### config.mk
export PLATFORM = sky130hd
export DESIGN_NAME = pipe_skid_reg
export DESIGN_NICKNAME = d
export VERILOG_FILES = /design/src/rtl/pipe_skid_reg.sv
export SDC_FILE = /design/constraint.sdc
export NUM_CORES = 1
export LEC_CHECK = 0
export ABC_AREA = 1
export CAP_MARGIN = 20
export CORE_MARGIN = 8
export CORE_UTILIZATION = 50
export CTS_BUF_LIST = sky130_fd_sc_hd__clkbuf_16
export DETAILED_ROUTE_END_ITERATION = 10
export MAX_ROUTING_LAYER = met4
export PLACE_DENSITY = 0.87
export SLEW_MARGIN = 10
export SYNTH_ARGS = -nofsm -noshare
export SYNTH_HDL_FRONTEND = slang
export SYNTH_SLANG_ARGS = --single-unit
### constraint.sdc
create_clock -name clk_i -period 3.55 [get_ports clk_i]
set_input_delay 0.355 -clock clk_i [delete_from_list [all_inputs] [get_ports clk_i]]
set_output_delay 0.355 -clock clk_i [all_outputs]
set_load 0.02 [all_outputs]
### src/rtl/pipe_skid_reg.sv
// Pipeline stage register with a 2-entry skid buffer, valid/ready handshake and a NOP-loading flush.
// Optional statistics counters are enabled by defining PIPE_SKID_REG_STATS_EN.
module pipe_skid_reg #(
  parameter int               WIDTH     = 64,
  parameter logic [WIDTH-1:0] NOP_VALUE = {WIDTH{1'b0}}
) (
  input  logic             clk_i,
  input  logic             rst_i,
  input  logic             flush_i,
  input  logic             valid_i,
  input  logic [WIDTH-1:0] data_i,
  output logic             ready_o,
  output logic             valid_o,
  output logic [WIDTH-1:0] data_o,
  input  logic             ready_i
`ifdef PIPE_SKID_REG_STATS_EN
  ,
  output logic [31:0]      stall_cnt_o,
  output logic [15:0]      flush_cnt_o
`endif
);

  // State is the pair {m_vld, s_vld}; 2'b01 cannot be reached.
  localparam logic [1:0] EMPTY = 2'b00;
  localparam logic [1:0] ONE   = 2'b10;
  localparam logic [1:0] FULL  = 2'b11;

  logic [WIDTH-1:0] m_data;
  logic [WIDTH-1:0] s_data;
  logic             m_vld;
  logic             s_vld;
  logic             acc;
  logic             pop;

  // ready_o comes straight from the s_vld flop, so no input reaches it combinationally.
  assign ready_o = ~s_vld;
  assign valid_o = m_vld;
  assign data_o  = m_data;

  assign acc = valid_i & ready_o;
  assign pop = m_vld & ready_i;

  // NOTE: sequential state uses non-blocking assignments so every flop samples pre-edge values.
  always_ff @(posedge clk_i) begin
    if (rst_i || flush_i) begin
      m_vld  <= 1'b0;
      s_vld  <= 1'b0;
      m_data <= NOP_VALUE;
      s_data <= NOP_VALUE;
    end else begin
      case ({m_vld, s_vld})
        EMPTY: begin
          if (acc) begin
            m_vld  <= 1'b1;
            m_data <= data_i;
          end
        end
        ONE: begin
          if (acc && !pop) begin
            s_vld  <= 1'b1;
            s_data <= data_i;
          end else if (acc && pop) begin
            m_data <= data_i;
          end else if (pop) begin
            m_vld  <= 1'b0;
            m_data <= NOP_VALUE;
          end
        end
        FULL: begin
          // ready_o is low here, so only a drain into the main register can happen.
          if (pop) begin
            m_data <= s_data;
            s_data <= NOP_VALUE;
            s_vld  <= 1'b0;
          end
        end
        default: ;
      endcase
    end
  end

`ifdef PIPE_SKID_REG_STATS_EN
  logic [31:0] stall_cnt;
  logic [15:0] flush_cnt;

  // Counters saturate and are cleared only by reset, never by flush.
  always_ff @(posedge clk_i) begin
    if (rst_i) begin
      stall_cnt <= '0;
      flush_cnt <= '0;
    end else begin
      if (m_vld && !ready_i && (stall_cnt != '1)) stall_cnt <= stall_cnt + 32'd1;
      if (flush_i && (flush_cnt != '1))           flush_cnt <= flush_cnt + 16'd1;
    end
  end

  assign stall_cnt_o = stall_cnt;
  assign flush_cnt_o = flush_cnt;
`endif

endmodule

==> flow_summary.yaml <==
cts:
  cts_tree: "done"
  clkLatencyLatePin_ns: 0.41
  cts_resized: 0
  cts_buffers: 17
  ctsHoldBuffers: 0
  clkTransAtPathRegs_ns: 0.06
  root_buffer: "clkbuf_16"
  cts_buffer_depth: 2
  htreeDepth: 4
  clkSinkCount: 130
  postCtsSetupBuffers: 0
synthesis:
  ys_seq_area_share_pct: 40.9
  synth-seq-cells: 130
  synth_cells: 938
  synth.net_count: 1007
  synth_top_cell_by_area: "dfxtp_1"
  synth.area.top_cells: "dfxtp_1 41%, a21oi_1 15%, nand3_1 14%"
  syn_area_sq_um: 6370
  synth_top_area_share_pct: 40.9
  ys_types: 15
  yosys_warnings: 0
  syn_area_per_cell_sq_um: 6.79
floorplanning:
  die_area_sq_um: 16600
  fp.dieH_microns: 129
  core_sq_um: 12500
  io_pins: 135
  start_util_pct: 50.9
  dieWidth_microns: 129
  row_count: 41
sta:
  maxClockFrequency_mhz: 427
  period_minus_slack_ns: 2.34
  skew_ns: 0.00531
  worst_pin_slew_ns: 0.944
  finalHoldViolations: 0
  slew_viol_final: 0
  period_share_pct: 66.0
  grt_setup_unrepaired: "no"
  slew_headroom_pct: 36.8
  totalNegativeSetupSlack_ns: 0
  setup_viol: 0
cells_and_area:
  drive_gt1_share_pct: 5.42
  postLayoutCellArea_sq_um: 8100
  finalNetCount: 1089
  fillerInstances: 1122
  syn_to_final_growth_pct: 27.3
  register_area_sq_um: 2600
  antennaDiodeCount: 0
  multi_input_area_sq_um: 2830
critical_path:
  worstSetupPathType: "reg -> reg"
  r2r_cells: 4
  critPathMaxFanout: 64
  endpoint_kind: "flip-flop"
  crit_end: "s_data[32]"
  arrival_ns: 2.67
  critPathRequiredTime_ns: 3.88
  r2r_end: "s_data[32]"
  ff2ff_setup_slack_ns: 1.21
  worst_setup_path_start_kind: "flip-flop"
  setup.worst_path.start: "valid_o"
  r2r_start: "valid_o"
grt:
  grt_max_degree: 76
  grt.overflow.total: 0
  antenna_found_initial: 0
  track_usage_pct: 22.1
  grt_pass1_wl_microns: 29000
  grt_pass1_vias: 5879
place:
  io_buffers: 134
  dp_hpwl_microns: 10700
  place.gp.congestion: 0.803
  place_area_sq_um: 7590
pwr:
  power.density_nw_per_um2: 436
  ir_drop_uv: 285
  p_leak_nw: 2.95
routing:
  drc: 0
  vias: 6399
  vias_per_cell: 5.31
  antenna_left: 0
  first_pass_iters: 5
  drt_iter0_drc: 603
  wl_microns: 17700
  wl_per_cell_microns: 14.7
flow_run:
  drv_cap: 0
worst_hold_path:
  hold_class: "reg -> reg"
  worstHoldPathCells: 2
status:
  status: "finished, final reports clean"
synthesized netlist by cell type (all sizes together):
cell / n
dfxtp: 130
nand3: 195
inv: 135
nor2: 67
buf: 69
clkbuf: 13
a21oi: 193
nand2: 136
worst max-delay path, cell delays in order, from the launching register on:
cell and delay (ns):
dfxtp_1 0.63, nand2_4 0.44, nor2_8 0.84, nand2_1 0.13, a21oi_1 0.20
cells by family (layout without fill, tap and decap cells):
group	count (synthesis)	after routing	share of synthesized area (%)
compound gates	193	193	15.2
buf+inv	217	312	15.1
flops	130	130	40.9
simple gates	398	398	28.9
per-stage QoR:
step	utilization (%)	power, mW	setup WS [ns]	hold slack [ns]	instances
floorplan	-	1.83	2.24	0.453	938
global route	64.7	3.67	1.03	0.487	1205
finish	64.7	3.53	1.21	0.474	1205
global placement	60.6	2.02	1.01	0.462	1173
CTS	64.7	3.55	1.20	0.474	1205
detailed placement	60.6	2.03	0.945	0.468	1173
routing by layer:
layer	vias up	share of wire (%)	wire length (microns)	GRT usage (%)
met5	-	0	0	-
met4	0	2.6	456	9.61
met3	37	6.2	1100	4.43
met2	258	49	8680	35.7
met1	2924	42	7440	26.2
li1	3180	-	-	-
cell type report:
class                      count  area share, %
clock buffer                  17           5.25
clock inverter                15           1.07
inverter                     135           6.25
multi-input combinational    591           34.9
sequential                   130           32.1
tap                          172           2.66
timing repair buffer         145           17.7
report_power, final:
part | leakage (nW) | internal, mW | total, mW | switching, mW
combinational | 1.62 | 0.216 | 0.477 | 0.261
sequential | 1.06 | 1.50 | 1.53 | 0.0234
clock | 0.271 | 0.928 | 1.53 | 0.602
total | 2.95 | 2.65 | 3.53 | 0.886
flip-flops by register name (all words and copies together) (netlist names):
signal and cells:
s_data 64, data_o 64, valid_o 1, s_vld 1
worst min-delay path by stage:
stage          slack [ns]          to  startpoint
2_1_floorplan        0.45  s_data[34]  s_data[34]
6_report             0.47  s_data[35]  s_data[35]
4_1_cts              0.47  s_data[35]  s_data[35]
5_1_grt              0.49  s_data[35]  s_data[35]
3_5_place_dp         0.47  s_data[35]  s_data[35]
3_3_place_gp         0.46  s_data[36]  s_data[36]
placed cells by master (no fill, tap or decap):
master           Yosys  routed
clkdlybuf4s50_1      0     134
bufinv_16            0       1
dfxtp_1            130     130
clkinv_2             0       3
nor2_1              66      65
nand3_4              0       1
buf_12               0       1
buf_4                5      10
nand3_1            183     183
clkbuf_16            0      17
inv_2                3       4
clkinv_1             0       6
nand2_2              0       2
nor2_4               0       1
nand2_1            133     130
inv_1              132     136
nor2_8               1       1
nand2_4              3       4
nand3_2             12      11
a21oi_1            193     193
Note: power is estimated with default switching activity, not from simulation.
